[src/rtl/reg_bus_sequencer_pkg.sv]
// Shared types for the register bus sequencer: FSM states and latched operation codes.
package reg_bus_pkg;

  typedef enum logic [1:0] {
    IDLE,
    GRANT,
    ACCESS,
    DONE
  } state_e;

  typedef enum logic [1:0] {
    READ,
    WRITE,
    PRESET
  } op_e;

endpackage

[src/rtl/reg_bus_sequencer_if.sv]
// Requester and register-bus signal bundle; slave = sequencer side, master = requesters/registers.
// The preset signals exist only when REG_BUS_PRESET_EN is defined.
interface reg_bus_sequencer_if #(
  parameter int NrOfRequesters = 2,
  parameter int NrOfRegs       = 4,
  parameter int NrOfBits       = 8,
  parameter int AddrBits       = 2
);

  logic [NrOfRequesters-1:0]          Req;
  logic [NrOfRequesters-1:0]          ReqWrite;
  logic [NrOfRequesters*AddrBits-1:0] ReqAddr;
  logic [NrOfRequesters*NrOfBits-1:0] ReqData;
  logic [NrOfRequesters-1:0]          Grant;
  logic [NrOfRequesters-1:0]          Ack;
  logic [NrOfBits-1:0]                RdData;
  logic [NrOfBits-1:0]                BusWrData;
  logic [NrOfBits-1:0]                BusRdData;
  logic [NrOfRegs-1:0]                RegCs;
  logic [NrOfRegs-1:0]                RegClockEnable;
  logic                               Tick;
`ifdef REG_BUS_PRESET_EN
  logic [NrOfRequesters-1:0]          ReqPreset;
  logic [NrOfRegs-1:0]                RegPre;

  modport slave (
    input  Req, ReqWrite, ReqAddr, ReqData, ReqPreset, BusRdData,
    output Grant, Ack, RdData, BusWrData, RegCs, RegClockEnable, Tick, RegPre
  );

  modport master (
    output Req, ReqWrite, ReqAddr, ReqData, ReqPreset, BusRdData,
    input  Grant, Ack, RdData, BusWrData, RegCs, RegClockEnable, Tick, RegPre
  );
`else
  modport slave (
    input  Req, ReqWrite, ReqAddr, ReqData, BusRdData,
    output Grant, Ack, RdData, BusWrData, RegCs, RegClockEnable, Tick
  );

  modport master (
    output Req, ReqWrite, ReqAddr, ReqData, BusRdData,
    input  Grant, Ack, RdData, BusWrData, RegCs, RegClockEnable, Tick
  );
`endif

endinterface

[src/rtl/reg_bus_sequencer_rr_arbiter.sv]
// Round-robin picker: searches from ptr_i+1 upward (wrapping) and returns a one-hot grant.
module rr_arbiter #(
  parameter int N    = 2,
  parameter int IdxW = 1
) (
  input  logic [N-1:0]    req_i,
  input  logic [IdxW-1:0] ptr_i,
  output logic [N-1:0]    grant_o
);

  logic found;

  always_comb begin
    grant_o = '0;
    found   = 1'b0;
    for (int k = 1; k <= N; k++) begin
      for (int i = 0; i < N; i++) begin
        if (!found && req_i[i] && (i == (int'(ptr_i) + k) % N)) begin
          grant_o[i] = 1'b1;
          found      = 1'b1;
        end
      end
    end
  end

endmodule

[src/rtl/reg_bus_sequencer.sv]
// Register bus sequencer: arbitrates requesters and runs one IDLE-GRANT-ACCESS-DONE cycle per access.
// Optional preset path enabled by defining REG_BUS_PRESET_EN.
module reg_bus_sequencer
  import reg_bus_pkg::*;
#(
  parameter int NrOfRequesters = 2,
  parameter int NrOfRegs       = 4,
  parameter int NrOfBits       = 8,
  parameter int AddrBits       = 2
) (
  input  logic                 Clock,
  input  logic                 Reset,
  reg_bus_sequencer_if.slave   bus
);

  localparam int IdxW = (NrOfRequesters > 1) ? $clog2(NrOfRequesters) : 1;

  state_e                state_q, state_d;
  op_e                   op_q, op_d;
  logic [IdxW-1:0]       ptr_q, ptr_d;
  logic [IdxW-1:0]       owner_q, owner_d;
  logic [AddrBits-1:0]   addr_q, addr_d;
  logic [NrOfBits-1:0]   data_q, data_d;
  logic [NrOfBits-1:0]   rd_q, rd_d;
  logic [NrOfBits-1:0]   wr_q, wr_d;

  logic [NrOfRequesters-1:0] win_oh;
  logic [NrOfRequesters-1:0] owner_oh;
  logic [IdxW-1:0]           win_idx;
  logic [AddrBits-1:0]       win_addr;
  logic [NrOfBits-1:0]       win_data;
  op_e                       win_op;
  logic                      addr_ok;
  logic                      in_access;

  rr_arbiter #(
    .N    (NrOfRequesters),
    .IdxW (IdxW)
  ) u_arb (
    .req_i   (bus.Req),
    .ptr_i   (ptr_q),
    .grant_o (win_oh)
  );

  always_comb begin
    win_idx  = '0;
    win_addr = '0;
    win_data = '0;
    win_op   = READ;
    for (int i = 0; i < NrOfRequesters; i++) begin
      if (win_oh[i]) begin
        win_idx  = IdxW'(i);
        win_addr = bus.ReqAddr[i*AddrBits +: AddrBits];
        win_data = bus.ReqData[i*NrOfBits +: NrOfBits];
`ifdef REG_BUS_PRESET_EN
        if (bus.ReqPreset[i]) win_op = PRESET;
        else                  win_op = bus.ReqWrite[i] ? WRITE : READ;
`else
        win_op   = bus.ReqWrite[i] ? WRITE : READ;
`endif
      end
    end
  end

  always_comb begin
    for (int i = 0; i < NrOfRequesters; i++) owner_oh[i] = (owner_q == IdxW'(i));
  end

  assign addr_ok   = (int'(addr_q) < NrOfRegs);
  assign in_access = (state_q == ACCESS);

  always_comb begin
    state_d = state_q;
    op_d    = op_q;
    ptr_d   = ptr_q;
    owner_d = owner_q;
    addr_d  = addr_q;
    data_d  = data_q;
    rd_d    = rd_q;
    wr_d    = wr_q;
    unique case (state_q)
      IDLE: begin
        if (|bus.Req) begin
          state_d = GRANT;
          owner_d = win_idx;
          op_d    = win_op;
          addr_d  = win_addr;
          data_d  = win_data;
        end
      end
      GRANT: begin
        state_d = ACCESS;
        if (op_q == WRITE) wr_d = data_q;
      end
      ACCESS: begin
        state_d = DONE;
        // Unmapped addresses leave the Q bus undriven, so return zero instead.
        if (op_q == READ) rd_d = addr_ok ? bus.BusRdData : '0;
      end
      DONE: begin
        state_d = IDLE;
        ptr_d   = owner_q;
      end
      default: state_d = IDLE;
    endcase
  end

  // Load strobes and Ack are qualified by Reset so an abandoned access never loads a register.
  always_comb begin
    bus.Grant          = (state_q != IDLE) ? owner_oh : '0;
    bus.Ack            = (state_q == DONE && Reset) ? owner_oh : '0;
    bus.RdData         = rd_q;
    bus.BusWrData      = wr_q;
    bus.Tick           = in_access && (op_q == WRITE) && Reset;
    bus.RegCs          = '1;
    bus.RegClockEnable = '0;
`ifdef REG_BUS_PRESET_EN
    bus.RegPre         = '0;
`endif
    for (int i = 0; i < NrOfRegs; i++) begin
      if (in_access && int'(addr_q) == i) begin
        if (op_q == READ)  bus.RegCs[i]          = 1'b0;
        if (op_q == WRITE) bus.RegClockEnable[i] = Reset;
`ifdef REG_BUS_PRESET_EN
        if (op_q == PRESET) bus.RegPre[i]        = Reset;
`endif
      end
    end
  end

  always_ff @(posedge Clock) begin
    if (!Reset) begin
      state_q <= IDLE;
      op_q    <= READ;
      ptr_q   <= IdxW'(NrOfRequesters - 1);
      owner_q <= '0;
      rd_q    <= '0;
      wr_q    <= '0;
    end else begin
      state_q <= state_d;
      op_q    <= op_d;
      ptr_q   <= ptr_d;
      owner_q <= owner_d;
      rd_q    <= rd_d;
      wr_q    <= wr_d;
    end
  end

  always_ff @(posedge Clock) begin
    addr_q <= addr_d;
    data_q <= data_d;
  end

endmodule

[src/flat_wrapper.sv]
// flat-port wrapper written by rule: the top's interface ports become plain ports
module reg_bus_sequencer_flat import reg_bus_pkg::*;
#(
  parameter int NrOfRequesters = 2,
  parameter int NrOfRegs       = 4,
  parameter int NrOfBits       = 8,
  parameter int AddrBits       = 2
)
  (Clock, Reset, bus_Req, bus_ReqWrite, bus_ReqAddr, bus_ReqData, bus_BusRdData, bus_Grant, bus_Ack, bus_RdData, bus_BusWrData, bus_RegCs, bus_RegClockEnable, bus_Tick);
  reg_bus_sequencer_if #(.NrOfRequesters(NrOfRequesters), .NrOfRegs(NrOfRegs), .NrOfBits(NrOfBits), .AddrBits(AddrBits)) bus_i ();
  input  logic Clock;
  input  logic Reset;
  input wire logic [$bits(bus_i.Req)-1:0] bus_Req;
  input wire logic [$bits(bus_i.ReqWrite)-1:0] bus_ReqWrite;
  input wire logic [$bits(bus_i.ReqAddr)-1:0] bus_ReqAddr;
  input wire logic [$bits(bus_i.ReqData)-1:0] bus_ReqData;
  input wire logic [$bits(bus_i.BusRdData)-1:0] bus_BusRdData;
  output wire logic [$bits(bus_i.Grant)-1:0] bus_Grant;
  output wire logic [$bits(bus_i.Ack)-1:0] bus_Ack;
  output wire logic [$bits(bus_i.RdData)-1:0] bus_RdData;
  output wire logic [$bits(bus_i.BusWrData)-1:0] bus_BusWrData;
  output wire logic [$bits(bus_i.RegCs)-1:0] bus_RegCs;
  output wire logic [$bits(bus_i.RegClockEnable)-1:0] bus_RegClockEnable;
  output wire logic [$bits(bus_i.Tick)-1:0] bus_Tick;
  assign bus_i.Req = bus_Req;
  assign bus_i.ReqWrite = bus_ReqWrite;
  assign bus_i.ReqAddr = bus_ReqAddr;
  assign bus_i.ReqData = bus_ReqData;
  assign bus_i.BusRdData = bus_BusRdData;
  assign bus_Grant = bus_i.Grant;
  assign bus_Ack = bus_i.Ack;
  assign bus_RdData = bus_i.RdData;
  assign bus_BusWrData = bus_i.BusWrData;
  assign bus_RegCs = bus_i.RegCs;
  assign bus_RegClockEnable = bus_i.RegClockEnable;
  assign bus_Tick = bus_i.Tick;
  reg_bus_sequencer #(.NrOfRequesters(NrOfRequesters), .NrOfRegs(NrOfRegs), .NrOfBits(NrOfBits), .AddrBits(AddrBits)) u_core (.Clock(Clock), .Reset(Reset), .bus(bus_i));
endmodule
[config.mk]
export PLATFORM = sky130hd
export DESIGN_NAME = reg_bus_sequencer_flat
export DESIGN_NICKNAME = d
export VERILOG_FILES = /design/src/rtl/reg_bus_sequencer_pkg.sv /design/src/rtl/reg_bus_sequencer_if.sv /design/src/rtl/reg_bus_sequencer_rr_arbiter.sv /design/src/rtl/reg_bus_sequencer.sv /design/src/flat_wrapper.sv
export SDC_FILE = /design/constraint.sdc
export NUM_CORES = 1
export LEC_CHECK = 0
export CAP_MARGIN = 10
export CORE_UTILIZATION = 41
export DETAILED_ROUTE_END_ITERATION = 8
export PLACE_DENSITY = 0.87
export SYNTH_ARGS = -nofsm -noshare
export SYNTH_HDL_FRONTEND = slang
export SYNTH_SLANG_ARGS = --single-unit
[constraint.sdc]
create_clock -name Clock -period 1.6 [get_ports Clock]
set_input_delay 0.24 -clock Clock [delete_from_list [all_inputs] [get_ports Clock]]
set_output_delay 0.24 -clock Clock [all_outputs]
set_load 0.02 [all_outputs]
# [Yosys cells after proc, flatten, opt, wreduce, memory -nomap -nowiden]
# Index checks and enable logic that the tools add are counted.
[totals] inputBits=34 wordCells=79 regBits=32 output_inout_bits=29
[op_classes] n_bitwise=3 eq_ne=10 n_reduce_logical=27 addsub=2 n_mux=29
[op_table] cell="32-bit zero test" count=2
[op_table] cell="1-bit two-way mux" count=19
[op_table] cell="8-bit two-way mux" count=2
[op_table] cell="1-bit logical AND" count=14
[op_table] cell="2-bit two-way mux" count=7
[op_table] cell="2-bit equality test (second input constant)" count=4
[op_table] cell="2-bit one-hot mux with 4 select lines" count=1
[op_table] cell="2-bit by 1-bit equality test with 1-bit output (second input constant)" count=3
[op_table] cell="2-bit zero test" count=3
[op_table] cell="2-bit AND reduction" count=3
[op_table] cell="2-bit equality test (first input constant)" count=2
[op_table] cell="1-bit zero test" count=3
[op_table] cell="1-bit adder (second input constant)" count=2
[op_table] cell="1-bit bitwise AND (first input constant)" count=2
[op_table] cell="2-bit by 1-bit inequality test with 1-bit output (second input constant)" count=1
[op_table] cell="2-bit nonzero test" count=1
[op_table] cell="2-bit OR reduction" count=1
[op_table] cell="1-bit inverter" count=1

# [Depth between registers and ports, before layout]
# Gate-level depths: netlist of run 1.
[depth] ltp_word=18 mapped_depth=6 depth_no_buf=5

# [Modules after synthesis]
# Synthesis of run 1 repeated with hierarchy kept, for this count alone.
[unflattened] hier_cells=142 hier_area_um2=1396.3
[modules_own_cells] mod="reg_bus_sequencer" cells_per_inst=139 n_inst=1 seq_area_each_um2=720.7 area_per_inst_um2=1377.6
[modules_own_cells] mod="rr_arbiter" cells_per_inst=3 n_inst=1 seq_area_each_um2=0.0 area_per_inst_um2=18.8

# [Worst setup path after synthesis of run 1]
# Ideal clock, no wire load.
[synth_path] kind="register -> output" start="register u_core.state_q[0]" end="output bus_RegClockEnable[2]" arrival_time_ns=1.292 path_slack_ns=0.068 required_time_ns=1.360 stages_incl_launch_ff=5 path_buffers=0 cell_sequence="dfxtp_1 > inv_1 > ha_1 > nand3_1 > nor3b_1"
[synth_between] elab_chain_len=3
[synth_lines] element="start: declaration" line_no="reg_bus_sequencer.sv:18" source="state_e state_q, state_d;"
[synth_lines] element="start signal: assignment" line_no="reg_bus_sequencer.sv:140" source="state_q <= state_d;"
[synth_lines] element="2-bit equality test" line_no="reg_bus_sequencer.sv:70" source="assign in_access = (state_q == ACCESS);"
[synth_lines] element="1-bit logical AND" line_no="reg_bus_sequencer.sv:121" source="if (in_access && int'(addr_q) == i) begin"
[synth_lines] element="1-bit two-way mux" line_no="reg_bus_sequencer.sv:121"
[synth_lines] element="end: declaration" line_no="flat_wrapper.sv:23" source="output wire logic [$bits(bus_i.RegClockEnable)-1:0] bus_RegClockEnable;"
# No other way between the ends.

# [Worst setup path after layout of run 1]
[layout_path] start="register u_core.state_q[0]" end="output bus_RegCs[0]"
[layout_between] elab_chain_len=3
[layout_lines] element="2-bit equality test" line_no="reg_bus_sequencer.sv:70"
[layout_lines] element="1-bit logical AND" line_no="reg_bus_sequencer.sv:121"
[layout_lines] element="1-bit two-way mux" line_no="reg_bus_sequencer.sv:121"
[layout_lines] element="end: declaration" line_no="flat_wrapper.sv:22" source="output wire logic [$bits(bus_i.RegCs)-1:0] bus_RegCs;"
# No other way between the ends.

==> impl_metrics.json, run 1 <==
{
  "setup_viol": 7,
  "cts_buffer_depth": 2,
  "path_max_fanout": 4,
  "cpMaxStageDelayCell": "or3_4",
  "numPortBuffers": 62,
  "cts_root_buf": "clkbuf_4",
  "reg2reg_setup_slack_ns": -0.02,
  "cp_top_family": "simple AND/OR/NAND/NOR gates",
  "clock_latency_ns": 0.34,
  "synth_compound_area_frac": 0.1882,
  "postCtsHoldBufs": 0,
  "drt-wirelength-per-cell_um": 14.34,
  "routed_wl_um": 3857,
  "startpoint_type": "register",
  "worstReg2RegStart": "u_core.state_q[0]$_SDFFE_PN0P_",
  "crit_path_cell_trace": "inv_2, ha_4, nand2b_4, or3_4, buf_6",
  "clkTransAtPathRegs_ns": 0.08,
  "cts_buffers": 5,
  "violations": "setup timing",
  "synthXorXnorAreaFrac": 0,
  "grt_usage": 0.2148,
  "rr_endpoint": "u_core.state_q[1]$_SDFFE_PN0P_",
  "worstHoldPathCells": 2,
  "htree_num_levels": 2,
  "fillers": 221,
  "drtIter0Drc": 37,
  "status": "finished with violations",
  "holdPathEnd": "u_core.bus.RdData[7]$_SDFFE_PN0P_",
  "viasPerCell": 5.022,
  "final-hold-violation-count": 0,
  "ios": 63,
  "synth-simple-area-share": 0.2096,
  "critical_path_class": "register to output port",
  "worst-path-buf-inv": 2,
  "p_leak_uw": 0.0009875,
  "gp_congestion": 0.8415,
  "cp.required_ns": 1.36,
  "core-area_um2": 3153,
  "hold_slack_ns": 0.4641,
  "fp.dieW_um": 60.49,
  "ys_seq_area_frac": 0.5138,
  "clock.fmax_mhz": 584.1,
  "synth_warnings": 0,
  "slew-limit-headroom": 0.4602,
  "layout-drive-gt1-share": 0.2756,
  "synth_top_family_by_area": "simple AND/OR/NAND/NOR gates",
  "antenna_found_initial": 0,
  "ys.flop_type": "dfxtp_1",
  "vias": 1351,
  "synthArstFlopShare": 0,
  "finalCritPeriodShare": 1.070,
  "die_height_um": 60.49,
  "nNetsFinal": 263,
  "hp-class": "register to register",
  "area_growth_pct": 71.54,
  "drcViolationCount": 0,
  "grt_overflow": 0,
  "rsz0062_at_grt": "true",
  "grt_max_degree": 14,
  "synthCells": 142,
  "antenna_left": 0,
  "cp-end-kind": "output port",
  "min_period_ns": 1.712,
  "grt_pass1_vias": 1267,
  "synthMuxAreaShare": 0.007136,
  "dp_hpwl_um": 2694,
  "synth_edf_count": 10,
  "fp-row-count": 20,
  "worstPathArrival_ns": 1.47,
  "synthAdderAreaFrac": 0.04460,
  "drv_slew": 0,
  "cts.sinks": 31,
  "cap_violations": 0,
  "synth_nets": 181,
  "r2r_cells": 7,
  "yosysUniqueCellTypes": 28,
  "power_density_nw_per_um2": 1347,
  "hp-start": "u_core.bus.RdData[7]$_SDFFE_PN0P_",
  "initial_utilization": 0.4448,
  "synthesis.area_um2": 1403,
  "pre_cts_slack_ns": -0.5159,
  "critical_path.max_stage_delay_ns": 0.36,
  "post-route-util": 0.7631,
  "die_area_um2": 3659,
  "diodes": 0,
  "first_pass_iters": 4,
  "fin_worst_skew_ns": 0.01049,
  "peakVddDrop_v": 0.0007981,
  "worst_slack_ns": -0.1119,
  "grt_pass1_wl_um": 5609,
  "cts_tree": "yes",
  "worstMarginPinSlew_ns": 0.8080,
  "synth_seq_cells": 31,
  "syn_avg_cell_area_um2": 9.877
}
[cell families (layout without fill, tap and decap cells)]
| kind of cell | Yosys count | in the layout |
|---|---|---|
| AO/OA/AOI/OAI | 33 | 33 |
| adder cells (fa/ha/maj) | 5 | 5 |
| AND/OR/NAND/NOR | 60 | 60 |
| multiplexers | 1 | 1 |
| flip-flops | 31 | 31 |
| buffers and inverters | 12 | 95 |
[area by class of cell]
type | instances | area (um^2) | area share
Timing Repair Buffer | 83 | 799.5 | 0.3323
Multi-Input combinational cell | 99 | 735.7 | 0.3058
Sequential cell | 31 | 723.2 | 0.3006
Tap cell | 44 | 55.05 | 0.02288
Clock buffer | 7 | 45.04 | 0.01872
Clock inverter | 1 | 30.03 | 0.01248
Inverter | 4 | 17.52 | 0.007280
[worst min-delay path, stage by stage, from the launching register on]
cell      delay, ns
dfxtp_1        0.31
nand2_1        0.04
a21boi_0       0.06
[cells in the mapped netlist (2+ instances only)]
cell / n / share of area
ha_1: 5 / 0.045
nor2_1: 4 / 0.011
nor3b_1: 2 / 0.011
buf_2: 5 / 0.018
nand3_1: 10 / 0.036
and3_1: 2 / 0.0089
nand2_1: 30 / 0.080
dfxtp_1: 21 / 0.30
edfxtp_1: 10 / 0.21
a22o_1: 10 / 0.062
inv_1: 4 / 0.011
a21boi_0: 18 / 0.096
nand3b_1: 2 / 0.011
nor2b_1: 3 / 0.013
clkbuf_1: 3 / 0.0080
[layout by cell type, fill, tap and decap left out, drive strengths merged, types with 2 or more instances in the layout]
master         netlist  layout
a21boi              18      18
a22o                10      10
edfxtp              10      10
nor2                 4       4
and3                 3       3
ha                   5       5
nor2b                3       3
nand3b               2       2
dlymetal6s2s         0       3
buf                  5      34
clkdlybuf4s50        0      46
nor3b                2       2
clkbuf               3       7
inv                  4       4
nand3               10      10
nand2               30      30
dfxtp               21      21
[flip-flops by register name, indices dropped and copies added (netlist names)]
register and cells:
u_core.owner_q 1, u_core.ptr_q 1, u_core.bus.RdData 8, u_core.data_q 8, u_core.op_q 1, u_core.state_q 2
u_core.addr_q 2, u_core.bus.BusWrData 8
[metrics by stage]
step / cells / power (uW) / TNS, ns / area [um^2]
2_1_floorplan: 142 / 1741 / 0 / 1403
3_3_place_gp: 259 / 2324 / -6.637 / 2197
3_5_place_dp: 259 / 2380 / -8.773 / 2197
4_1_cts: 267 / 3095 / -0.1098 / 2306
5_1_grt: 269 / 3404 / -0.9371 / 2406
6_report: 269 / 3240 / -0.2653 / 2406
[how the worst max path moves through the flow]
stage / from / to / slack [ns] / cells after the start
6_report: u_core.state_q[0]$_SDFFE_PN0P_ / bus_RegCs[0] / -0.11 / 5
5_1_grt: u_core.state_q[0]$_SDFFE_PN0P_ / bus_RegCs[0] / -0.17 / 5
4_1_cts: u_core.state_q[0]$_SDFFE_PN0P_ / bus_RegCs[0] / -0.09 / 5
3_5_place_dp: bus_Req[0] / u_core.data_q[4]$_DFFE_PP_ / -0.52 / 3
3_3_place_gp: Reset / bus_RegClockEnable[3] / -0.35 / 5
2_1_floorplan: u_core.state_q[0]$_SDFFE_PN0P_ / bus_RegClockEnable[2] / 0.07 / 4
[power breakdown]
group          switching (uW)  internal [uW]  leakage (uW)  total (uW)
Clock                     259            331     0.0000395         590
Sequential                135           1040      0.000271        1180
Combinational             724            750      0.000678        1470
Total                    1120           2120      0.000988        3240
[metal layers]
layer	track usage	vias up	share of wire
met5	0	-	0
met4	0.07792	0	0.017
met3	0.06610	8	0.064
met2	0.4035	57	0.55
met1	0.2240	625	0.37
li1	-	661	-
[repair_timing]
action,CTS,global route
buffers inserted,0,3
gates resized for setup,84,22
cloned,0,0
endpoints found under the setup margin,26,17
pin swaps,4,4
(Power assumes the default switching activity.)
==> inputs of run 2 (changes only) <==
Settings changed: CORE_MARGIN set to 8, PLACE_DENSITY 0.87 to 0.85.
==> impl_metrics.json, run 2 (synthesis results as in run 1) <==
{
  "startpoint_type": "register",
  "nNetsFinal": 266,
  "cts_buffers": 5,
  "area_growth_pct": 66.19,
  "worst_slack_ns": -0.07303,
  "fp-row-count": 21,
  "placed_cell_area_um2": 2195,
  "worst-path-buf-inv": 2,
  "initial_utilization": 0.4237,
  "first_pass_iters": 4,
  "critical_path_class": "register to output port",
  "antenna_left": 0,
  "holdPathEnd": "u_core.bus.RdData[3]$_SDFFE_PN0P_",
  "grt_pass1_vias": 1416,
  "peakVddDrop_v": 0.0005885,
  "final-hold-violation-count": 0,
  "drv_slew": 0,
  "die_area_um2": 5549,
  "numPortBuffers": 62,
  "worstMarginPinSlew_ns": 0.7881,
  "stdcell_count": 274,
  "status": "finished with violations",
  "rsz0062_at_grt": "true",
  "routed_wl_um": 4039,
  "cp_top_family": "simple AND/OR/NAND/NOR gates",
  "reg2reg_setup_slack_ns": 0.04,
  "grt_overflow": 0,
  "seq_area_um2": 723.2,
  "core-area_um2": 3311,
  "layout_commonest_cell": "clkdlybuf4s50_1",
  "layout-drive-gt1-share": 0.2675,
  "die_height_um": 74.49,
  "ios": 63,
  "cts_buffer_depth": 2,
  "p_leak_uw": 0.0009731,
  "r2r_cells": 7,
  "min_period_ns": 1.673,
  "drcViolationCount": 0,
  "drt-wirelength-per-cell_um": 14.74,
  "rr_endpoint": "u_core.state_q[1]$_SDFFE_PN0P_",
  "vias": 1326,
  "cts.sinks": 31,
  "clock.fmax_mhz": 597.7,
  "fp.dieW_um": 74.49,
  "power_density_nw_per_um2": 1265,
  "path_max_fanout": 4,
  "worstHoldPathCells": 3,
  "clkTransAtPathRegs_ns": 0.10,
  "fillers": 260,
  "drtIter0Drc": 70,
  "worstReg2RegStart": "u_core.state_q[1]$_SDFFE_PN0P_",
  "post-route-util": 0.7041,
  "slew-limit-headroom": 0.4735,
  "gp_congestion": 0.7746,
  "clock_latency_ns": 0.34,
  "crit_path_cell_trace": "inv_2, ha_4, nand2b_1, or3_4, buf_6",
  "hp-start": "bus_BusRdData[3]",
  "multiInputGateArea_um2": 693.2,
  "cts_root_buf": "clkbuf_4",
  "cp-end-kind": "output port",
  "grt_max_degree": 23,
  "pre_cts_slack_ns": -0.4553,
  "cap_violations": 0,
  "dp_cells": 262,
  "setup_viol": 9,
  "dp_hpwl_um": 3160,
  "cts_tree": "yes",
  "finalCritPeriodShare": 1.046,
  "postCtsHoldBufs": 0,
  "total_power_uw": 2948,
  "most-common-layout-cells": "clkdlybuf4s50_1 (47), nand2_1 (30), buf_4 (30)",
  "stdcell_area_um2": 2331,
  "htree_num_levels": 2,
  "critical_path.max_stage_delay_ns": 0.34,
  "violations": "setup timing",
  "cpMaxStageDelayCell": "dfxtp_2",
  "grt_usage": 0.1509,
  "antenna_found_initial": 0,
  "cp.required_ns": 1.36,
  "grt_pass1_wl_um": 6361,
  "viasPerCell": 4.839,
  "fin_worst_skew_ns": 0.01042,
  "diodes": 0,
  "worstPathArrival_ns": 1.43,
  "hp-class": "input port to register"
}
-- run 2: how the worst max path moves through the flow --
stage	start	endpoint	cells past startpoint
CTS	u_core.state_q[0]$_SDFFE_PN0P_	bus_RegCs[0]	5
finish	u_core.state_q[0]$_SDFFE_PN0P_	bus_RegCs[0]	5
global route	u_core.state_q[0]$_SDFFE_PN0P_	bus_RegCs[2]	6
detailed placement	bus_Req[0]	u_core.data_q[2]$_DFFE_PP_	3
floorplan	u_core.state_q[0]$_SDFFE_PN0P_	bus_RegClockEnable[2]	4
global placement	Reset	bus_RegClockEnable[2]	4
-- run 2: report_power, final --
part / switching (uW) / leakage [uW] / total [uW] / internal [uW]
logic: 647 / 0.000670 / 1340 / 695
clock network: 269 / 0.0000326 / 439 / 171
registers: 126 / 0.000271 / 1170 / 1040
total: 1040 / 0.000973 / 2950 / 1910
-- run 2: worst min-delay path, stage by stage --
cell and delay (ns):
clkdlybuf4s50_1 0.41, nand2_1 0.06, a21boi_0 0.06
-- run 2: through the flow --
| step | hold slack (ns) | TNS, ns |
|---|---|---|
| after global placement | 0.4506 | -6.822 |
| after global routing | 0.4518 | -1.121 |
| after detailed placement | 0.4582 | -8.415 |
| final | 0.4657 | -0.3574 |
| after floorplan | 0.3849 | 0 |
| after CTS | 0.4570 | -0.3194 |
-- run 2: area by class of cell --
cell class	count	share of cell area
clock inverter	2	0.004831
clock buffer	6	0.01771
multi-input combinational	99	0.2974
sequential	31	0.3103
inverter	4	0.007515
timing repair buffer	86	0.3376
tap	46	0.02469
-- run 2: per-layer routing --
layer  vias to the layer above  GRT usage  wire length (um)
li1                        667          -                 -
met1                       596     0.1456              1600
met2                        55     0.2633              1981
met3                         8    0.06739               374
met4                         0    0.08043                82
met5                         -          0                 0
-- run 2: what timing repair did --
action / CTS / global route
endpoints found under the setup margin: 26 / 13
cloned: 0 / 0
setup buffers: 2 / 2
pin swaps: 4 / 1
resized for setup: 86 / 5
==> inputs of run 3 (changes only) <==
Settings changed: ABC_CLOCK_PERIOD_IN_PS set to 1600.
==> results of run 3 <==
Final layout, timing and power as in run 2 (identical DEF).
==> RTL change, RTL diff (config.mk and constraints of run 3) <==
Take the reset off `rd_q` and `wr_q` and load them in a clocked block of their own.
--- a/src/rtl/reg_bus_sequencer.sv
+++ b/src/rtl/reg_bus_sequencer.sv
@@ -134,16 +134,17 @@
       op_q    <= READ;
       ptr_q   <= IdxW'(NrOfRequesters - 1);
       owner_q <= '0;
-      rd_q    <= '0;
-      wr_q    <= '0;
     end else begin
       state_q <= state_d;
       op_q    <= op_d;
       ptr_q   <= ptr_d;
       owner_q <= owner_d;
-      rd_q    <= rd_d;
-      wr_q    <= wr_d;
     end
+  end
+
+  always_ff @(posedge Clock) begin
+    rd_q <= rd_d;
+    wr_q <= wr_d;
   end
 
   always_ff @(posedge Clock) begin
Behaviour: differs if Reset is asserted again (counterexample within 4 cycles, from zero or initial values and one cycle with Reset low); with Reset held inactive, the same outputs for 4 cycles.
==> RTL change against run 3 <==
The run still ends with setup timing left; synthesized area fell by 8.2%; largest cell class is now registers; synthesized cell count down 37%; power grew 3.6%; non-clock buffer count shrank 8; worst hold slack lost 55 ps; cell count fell by 21%; worst setup slack better by 52 ps; wire length shrank 1.7%; sequential cell count unchanged; sequential share of layout area increased by 8.7 points; cell area shrank 4.2%.
==> RTL change: results (changes against run 3) <==
Synthesis
  – Post-synthesis cell count: 89 (was 142)
  – Synth top area cells: edfxtp_1, dfxtp_1, a22o_1 (was dfxtp_1, edfxtp_1, a21boi_0)
  – Ys async rst share: 0 (unchanged)
  – Post-synth top cells: edfxtp_1, a22o_1, nand2_1 (was nand2_1, dfxtp_1, a21boi_0)
  – EDFF count, synth: 26 (was 10)
  – Post-synth cell types: 26 (was 28)
  – Part of the Yosys area used for sequential elements: 0.684 (was 0.514)
  – Post-synth net total: 128 (was 181)

Worst setup path
  – CP Data Arrival Time: 1380 ps (was 1430 ps)
  – FF-to-FF setup slack: 100 ps (was 40 ps)
  – Crit path max fanout: 3 (was 4)
  – Crit-path max cell delay: 340 ps (about the same)
  – Worst r2r src: u_core.state_q[0] (was u_core.state_q[1])
  – Setup crit end: bus_Grant[1] (was bus_RegCs[0])
  – Delay-heaviest family, CP: buffers and inverters (was simple AND/OR/NAND/NOR gates)

GRT
  – Total track usage: 0.156 (was 0.151)
  – Vias in the first global route: 1122 (was 1416)
  – Antenna violations before repair: 1 (was 0)
  – Largest net degree at the start of global routing: 12 (was 23)
  – First-pass GRT wire length: 5.91 mm (was 6.36 mm)

Power
  – NetSw: 0.958 mW (was 1.04 mW)
  – Max IR drop VDD: 853 uV (was 588 uV)
  – Clk pwr share: 0.196 (was 0.149)
  – Pwr Total: 3.05 mW (was 2.95 mW)
  – Static Leak: 0.910 nW (was 0.973 nW)
  – Comb group: 1.18 mW (was 1.34 mW)

Cells and area
  – Layout cells sized above 1: 0.302 (was 0.268)

Placed design
  – Dpl cell area: 2070 um2 (was 2190 um2)
  – # placed instances: 206 (was 262)
  – Port bufs: 62 (unchanged)
  – Hpwl dp: 3.10 mm (was 3.16 mm)
  – Routability congestion estimate: 0.727 (was 0.775)
  – DP Worst Slack: -454 ps (was -455 ps)

STA
  – # setup viols final: 5 (was 9)
  – Setup slack after layout: -20.8 ps (was -73.0 ps)
  – Clock skew: 13.5 ps (was 10.4 ps)
  – TNS Setup: -76.3 ps (was -357 ps)
  – Hold slack: 411 ps (was 466 ps)
  – Slew Limit Headroom: 0.646 (was 0.474)

Hold path
  – Worst Hold Endpoint: u_core.bus.BusWrData[4] (was u_core.bus.RdData[3])
  – Min-Delay Path Depth: 0 (was 3)
  – HP Class: reg2reg (was in2reg)
  – Hold path start: u_core.data_q[4] (was bus_BusRdData[3])

Drt
  – Routed vias/inst: 4.86 (was 4.84)
  – Drt total wl: 3.97 mm (was 4.04 mm)
  – DR iter-0 viols: 38 (was 70)
  – Vias: 1054 (was 1326)

Run status
  – Failing checks: setup timing (unchanged)
  – Status: complete, but fails checks (unchanged)

Clock network
  – Clk buf depth: 2 (unchanged)
  – CTS Buf Count: 5 (unchanged)
  – H-tree levels: 2 (unchanged)
## RTL change: per-layer routing
layer | GRT usage | up-vias | share of wire
li1 | - | 500 | -
met1 | 0.156 | 496 | 0.38
met2 | 0.259 | 49 | 0.50
met3 | 0.0634 | 9 | 0.084
met4 | 0.113 | 0 | 0.035
met5 | 0 | - | 0
## RTL change: timing repair
item	4_1_cts	5_1_grt
pin swaps	2	1
endpoints found under the setup margin	13	21
gates cloned	0	0
gates resized for setup	76	16
buffers inserted	1	1
## RTL change: final cells by class
class / count / area [um2]
Fill cell: 199 / 796
Sequential cell: 31 / 886
Clock inverter: 3 / 38.8
Timing Repair Buffer: 78 / 744
Multi-Input combinational cell: 51 / 453
Tap cell: 44 / 55.1
Antenna cell: 1 / 2.50
Inverter: 4 / 15.0
Clock buffer: 5 / 37.5
## RTL change: logic make-up after synthesis
family                     synth area share
and+or+nand+nor                       0.124
DFF                                   0.684
AOI/OAI and AO/OA                     0.112
adders and majority gates            0.0486
muxes                               0.00777
buffers and inverters                0.0233
